File: config.mk
export PLATFORM = sky130hd
export DESIGN_NAME = keypad_scanner
export DESIGN_NICKNAME = d
export VERILOG_FILES = /design/src/rtl/keypad_scanner.sv
export SDC_FILE = /design/constraint.sdc
export NUM_CORES = 1
export LEC_CHECK = 0
export ABC_AREA = 1
export CORE_MARGIN = 2
export CORE_UTILIZATION = 37
export DETAILED_ROUTE_END_ITERATION = 8
export HOLD_SLACK_MARGIN = 0.03
export PLACE_DENSITY = 0.6
export SYNTH_ARGS = -nofsm -noshare
export SYNTH_HDL_FRONTEND = slang
export SYNTH_SLANG_ARGS = --single-unit
File: constraint.sdc
create_clock -name clk -period 2.7 [get_ports clk]
set_input_delay 0.81 -clock clk [delete_from_list [all_inputs] [get_ports clk]]
set_output_delay 0.81 -clock clk [all_outputs]
set_load 0.03 [all_outputs]
File: src/rtl/keypad_scanner.sv
`default_nettype none
// ============================================================================
// Module      : keypad_scanner
// Description : 4x4 matrix keypad scanner with column synchronisation and
//               press/release debounce, producing an inverted key code.
//               Optional key_stb acceptance pulse under KEYPAD_STROBE_EN.
// Revision    : 1.0 - initial release
// ============================================================================
module keypad_scanner #(
    parameter int SCAN_DIV     = 50_000,
    parameter int DEBOUNCE_CNT = 20
) (
    input  logic       clk,
    input  logic       rst,
    input  logic [3:0] columnas,
    output logic [3:0] fila,
    output logic [3:0] Tecla,
    output logic       key_valid
`ifdef KEYPAD_STROBE_EN
    ,
    output logic       key_stb
`endif
);

    localparam int c_slot_w = (SCAN_DIV > 1) ? $clog2(SCAN_DIV) : 1;
    localparam int c_cnt_w  = $clog2(DEBOUNCE_CNT + 1);

    localparam logic [1:0] c_scan  = 2'd0;
    localparam logic [1:0] c_deb_p = 2'd1;
    localparam logic [1:0] c_held  = 2'd2;
    localparam logic [1:0] c_deb_r = 2'd3;

    logic [3:0]          r_col_meta, r_col_sync;
    logic [c_slot_w-1:0] r_slot;
    logic [1:0]          r_state, w_state_nxt;
    logic [c_cnt_w-1:0]  r_cnt, w_cnt_nxt, w_cnt_inc;
    logic [3:0]          r_fila, w_fila_nxt;
    logic [3:0]          r_key, w_key_nxt;
    logic [3:0]          r_tecla, w_tecla_nxt;
    logic                r_valid, w_valid_nxt;
    logic                w_sample, w_hit, w_key_ok, w_same;
    logic [1:0]          w_row, w_col;
    logic [3:0]          w_key;
`ifdef KEYPAD_STROBE_EN
    logic                r_stb, w_stb_nxt;
`endif

    assign w_sample  = (r_slot == c_slot_w'(SCAN_DIV - 1));
    assign w_cnt_inc = r_cnt + c_cnt_w'(1);

    always_comb begin
        w_row = 2'd0;
        case (r_fila)
            4'b1101: w_row = 2'd1;
            4'b1011: w_row = 2'd2;
            4'b0111: w_row = 2'd3;
            default: w_row = 2'd0;
        endcase
    end

    // Lowest active column wins when several keys share the driven row.
    always_comb begin
        w_col = 2'd0;
        if (!r_col_sync[0])      w_col = 2'd0;
        else if (!r_col_sync[1]) w_col = 2'd1;
        else if (!r_col_sync[2]) w_col = 2'd2;
        else                     w_col = 2'd3;
    end

    assign w_hit    = (r_col_sync != 4'b1111);
    assign w_key    = {w_row, w_col};
    assign w_key_ok = w_hit && (w_key != 4'd15);
    assign w_same   = w_key_ok && (w_key == r_key);

    always_comb begin
        w_state_nxt = r_state;
        w_cnt_nxt   = r_cnt;
        w_fila_nxt  = r_fila;
        w_key_nxt   = r_key;
        w_tecla_nxt = r_tecla;
        w_valid_nxt = r_valid;
`ifdef KEYPAD_STROBE_EN
        w_stb_nxt   = 1'b0;
`endif
        if (w_sample) begin
            case (r_state)
                c_scan: begin
                    if (w_key_ok) begin
                        w_key_nxt   = w_key;
                        w_cnt_nxt   = c_cnt_w'(1);
                        w_state_nxt = c_deb_p;
                    end else begin
                        w_fila_nxt = {r_fila[2:0], r_fila[3]};
                    end
                end
                c_deb_p: begin
                    if (!w_same) begin
                        w_cnt_nxt   = '0;
                        w_state_nxt = c_scan;
                    end else if (w_cnt_inc == c_cnt_w'(DEBOUNCE_CNT)) begin
                        w_cnt_nxt   = '0;
                        w_state_nxt = c_held;
                        w_tecla_nxt = ~(r_key + 4'd1);
                        w_valid_nxt = 1'b1;
`ifdef KEYPAD_STROBE_EN
                        w_stb_nxt   = 1'b1;
`endif
                    end else begin
                        w_cnt_nxt = w_cnt_inc;
                    end
                end
                c_held: begin
                    if (!w_same) begin
                        w_cnt_nxt   = c_cnt_w'(1);
                        w_state_nxt = c_deb_r;
                    end
                end
                default: begin
                    // Release debounce: a returning key drops back to HELD without touching Tecla.
                    if (w_same) begin
                        w_cnt_nxt   = '0;
                        w_state_nxt = c_held;
                    end else if (w_cnt_inc == c_cnt_w'(DEBOUNCE_CNT)) begin
                        w_cnt_nxt   = '0;
                        w_state_nxt = c_scan;
                        w_tecla_nxt = 4'b1111;
                        w_valid_nxt = 1'b0;
                    end else begin
                        w_cnt_nxt = w_cnt_inc;
                    end
                end
            endcase
        end
    end

    always_ff @(posedge clk) begin
        if (rst) begin
            r_col_meta <= 4'b1111;
            r_col_sync <= 4'b1111;
            r_slot     <= '0;
            r_state    <= c_scan;
            r_cnt      <= '0;
            r_fila     <= 4'b1110;
            r_key      <= '0;
            r_tecla    <= 4'b1111;
            r_valid    <= 1'b0;
        end else begin
            r_col_meta <= columnas;
            r_col_sync <= r_col_meta;
            r_slot     <= w_sample ? '0 : r_slot + c_slot_w'(1);
            r_state    <= w_state_nxt;
            r_cnt      <= w_cnt_nxt;
            r_fila     <= w_fila_nxt;
            r_key      <= w_key_nxt;
            r_tecla    <= w_tecla_nxt;
            r_valid    <= w_valid_nxt;
        end
    end

`ifdef KEYPAD_STROBE_EN
    always_ff @(posedge clk) begin
        if (rst) r_stb <= 1'b0;
        else     r_stb <= w_stb_nxt;
    end
    assign key_stb = r_stb;
`endif

    assign fila      = r_fila;
    assign Tecla     = r_tecla;
    assign key_valid = r_valid;

endmodule
`default_nettype wire

==> implementation parameters <==
Parameter                              Value

Run status
  Status ... completed

Drt
  Number of nets with antenna violations after detailed routing ... 0
  Vias after detailed routing ... 1,868
  Wire length reported by the detailed router ... ~4300 um
  DRT Pass-1 Iters ... 4
  Initial DRC Count ... 105
  Number of vias per cell after detailed routing ... about 4.7
  Mean routed wirelength per cell ... around 11 um
  DRC violation count after routing ... 0

Global routing
  Grt met2 use ... between 20 and 25%
  Met3 track demand over resource in global routing ... ~3.3%
  Number of global-route vias before repair ... 1,684
  Number of antenna violations at the first check in global routing ... 0
  GR peak layer ... met2
  Overflow left after global routing ... 0
  Global Route Usage Sum ... roughly an eighth
  Pin count of the biggest net entering global routing ... 16
  First-pass GRT wire length ... ~7600 um
  Met1 track utilization from global routing ... around 18%

Worst setup path
  CP required ... between 1.5 and 2 ns
  Startpoint type of the worst setup path ... flop
  Kind of cell with the highest combined delay on the critical path ... buffers and inverters
  Critical path data arrival time ... approximately 1.5 ns
  Sort of element at the end of the critical path ... output pin
  Worst flop-to-flop path startpoint ... r_cnt[0]$_SDFFE_PP0P_
  Slowest Stage Delay on Critical Path ... 0.72 ns
  Setup CP Type ... reg2out
  Maximum net fanout on the critical path ... 6
  CP max stage cell ... sky130_fd_sc_hd__clkdlybuf4s50_1
  FF-to-FF path depth ... 7
  Endpoint of the worst register-to-register path ... Tecla[1]$_SDFFE_PP1P_
  WP buf/inv ... 1
  Cell-by-cell trace of the critical path ... clkdlybuf4s50_1
  Worst setup path startpoint ... fila[3]$_SDFFE_PP1P_
  Worst reg2reg setup slack ... 0.88 ns

Clocking
  Number of sinks handled by clock tree synthesis ... 44
  Clock-pin slew of the registers on the worst-case setup and hold paths ... about 0.080 ns
  Level count of the clock H-tree ... 2
  Number of clock buffers inserted by TritonCTS ... 5
  Number of gates resized after CTS ... 0
  Clk Latency, worst-skew pair ... around 0.3 ns
  Max Root-Sink Buffers ... 2
  Post-CTS setup repair buffer count ... 0
  Root buffer cell ... sky130_fd_sc_hd__clkbuf_8
  Hold bufs inserted after CTS ... 0
  CTS tree ... built

Power
  Int Power ... 0.0009482 W
  Part of the total power dissipated in the clock network ... 39.6%
  Switching power share of the total ... between 20% and 30%
  Relative contribution of sequential cells to total power ... a little under three fifths
  VDD IR max ... about 0.00024 V
  Switching power of the nets ... roughly 0.00025 W
  Power Dens Cells ... around 440 nW/um^2
  Share of total power in combinational logic ... roughly 5.2%
  Pleak ... about 1.1 nW
  Sum of internal, switching and leakage power ... roughly 0.0012 W

Timing
  Unrepaired setup endpoints after global routing ... false
  Slew of the pin with the lowest slew margin ... roughly 0.47 ns
  Worst-case clock skew ... approximately 0.0097 ns
  Final Hold Fails ... 0
  Clock period minus final worst setup slack ... roughly 2.3 ns
  Setup violation total in the final timing report ... 0
  Total Neg Setup Slack ... 0 ns
  Count of pins over their slew limit ... 0
  Upper clock frequency limit ... 0.4384 GHz
  Period Utilization, post-route ... between 80 and 90%
  Max_slew headroom ... 68.39%

Hold path
  Class of the most critical hold timing path ... reg2reg
  Startpoint of the tightest hold check path ... r_col_meta[2]$_SDFF_PP1_
  Worst min-delay path endpoint ... r_col_sync[2]$_SDFF_PP1_
  Number of cells on the worst hold path ... 1

Floorplan
  Die outline width ... between 80 and 90 um
  Number of core rows ... 29
  Area inside the core boundary ... 6350 um^2
  I/O pin total ... 15
  Effective utilization at floorplan ... between 30% and 40%
  Die outline height ... around 85 um
  Floorplan die area ... slightly above 7000 um^2

Synth
  Post-Syn Area ... 2441 um^2
  Largest cells by area after synthesis ... sky130_fd_sc_hd__dfxtp_1 (36%), sky130_fd_sc_hd__nand2_1 (7.2%), sky130_fd_sc_hd__inv_1 (5.7%)
  Yosys top cell area share ... a little over a third
  Post-Syn Instances ... 300
  Post-synth top area cell ... sky130_fd_sc_hd__dfxtp_1
  Count of flip-flops with a built-in enable after synthesis ... 0
  Sequential cell area fraction in the yosys report ... between 30% and 40%
  Unique masters post-synth ... 41
  Top_reg_cell synth ... sky130_fd_sc_hd__dfxtp_1
  Warnings, synthesis ... 0
  Mean post-synth cell area ... 8.137 um^2
  Proportion of register bits with asynchronous set or reset after synthesis ... 0%
  Yosys reg bits ... between 40 and 50
  Net count after synthesis ... 313

Layout
  Core Util, Final ... between 40% and 50%
  Area Overhead vs Synth ... 13.12%
  Most frequent standard cell in the layout excluding fill and tap cells ... sky130_fd_sc_hd__nand2_1
  Layout net count ... between 300 and 400
  # fillers ... roughly 650
  Antenna Diode Count ... 0
  Sequential Area ... 880.8 um^2
  Most frequent cells in the layout ... sky130_fd_sc_hd__nand2_1 (47), sky130_fd_sc_hd__dfxtp_1 (44), sky130_fd_sc_hd__inv_1 (37)
  Area of the multi-input gates ... 1364 um^2
  Share of layout cells above drive strength 1 ... about 21%

Flow run
  Count of max-cap constraint violations ... 0

Place
  Final weighted congestion in routability-driven placement ... about 0.7
  Half-perimeter wire length of the detailed placement result ... 3275 um
  Port bufs ... 14
==> flip-flops by register name (all words and copies together), names as in the netlist, named ones only <==
name and cells:
r_slot 16, r_cnt 5, Tecla 4, fila 4, r_col_meta 4, r_col_sync 4
r_key 4, key_valid 1, r_state 1
==> cells by family after synthesis <==
family / after synthesis / share of synthesized area [%]
AOI/OAI and AO/OA: 32 / 7.175
xor gates and xnor gates: 12 / 4.920
adders and majority gates: 7 / 3.588
buffers and inverters: 49 / 8.047
DFF: 44 / 36.08
and+or+nand+nor: 156 / 40.18
==> layout make-up <==
type / instances / share of cell area [%]
multi-input cells: 207 / 49.39
flip-flops and latches: 44 / 31.90
inverters: 45 / 6.298
repair buffers: 15 / 5.347
well taps: 77 / 3.489
clock buffers: 5 / 2.492
clock inverters: 1 / 1.087
==> power groups by stage <==
stage / logic (W) / registers (W) / clock network (W)
2_1_floorplan: 0.0000493 / 0.000677 / 0
3_3_place_gp: 0.0000627 / 0.000678 / 0
3_5_place_dp: 0.0000635 / 0.000679 / 0
4_1_cts: 0.0000638 / 0.000664 / 0.000496
5_1_grt: 0.0000702 / 0.000665 / 0.000526
6_report: 0.0000624 / 0.000663 / 0.000476
==> worst max path at each step <==
stage | endpoint | slack (ns) | cells past startpoint
2_1_floorplan | flop | 1.01 | 13
3_3_place_gp | r_slot[11]$_SDFF_PP0_ | 0.61 | 4
3_5_place_dp | r_slot[11]$_SDFF_PP0_ | 0.61 | 4
4_1_cts | fila[3] | 0.41 | 1
5_1_grt | fila[3] | 0.37 | 1
6_report | fila[3] | 0.42 | 1
==> cell usage after synthesis (3+ instances only) <==
library cell / count
sky130_fd_sc_hd__nand3_4: 3
sky130_fd_sc_hd__or2_2: 9
sky130_fd_sc_hd__nand4_1: 8
sky130_fd_sc_hd__inv_2: 5
sky130_fd_sc_hd__xnor2_1: 4
sky130_fd_sc_hd__ha_1: 7
sky130_fd_sc_hd__nand2_4: 5
sky130_fd_sc_hd__nor3_1: 3
sky130_fd_sc_hd__a21oi_1: 17
sky130_fd_sc_hd__nand3_2: 9
sky130_fd_sc_hd__xor2_1: 6
sky130_fd_sc_hd__nand3_1: 18
sky130_fd_sc_hd__inv_1: 37
sky130_fd_sc_hd__nor2_1: 25
sky130_fd_sc_hd__nand2_2: 10
sky130_fd_sc_hd__o21ai_1: 4
sky130_fd_sc_hd__nor2_2: 4
sky130_fd_sc_hd__dfxtp_1: 44
sky130_fd_sc_hd__o21ai_0: 5
sky130_fd_sc_hd__nand2_1: 47
==> stage by stage <==
step,hold WS (ns),area (um^2),worst slack (ns),std cells
floorplan,0.3895,2441,1.014,300
global placement,0.3931,2663,0.6125,388
detailed placement,0.3932,2663,0.6065,388
CTS,0.4127,2761,0.4090,394
global route,0.4257,2761,0.3684,394
finish,0.4103,2761,0.4191,394
==> per-layer routing <==
| layer | share of wire [%] | vias up |
|---|---|---|
| li1 | - | 998 |
| met1 | 53 | 845 |
| met2 | 43 | 18 |
| met3 | 2.7 | 7 |
| met4 | 1.9 | 0 |
| met5 | 0 | - |
Power figures use the tool's default switching activity.
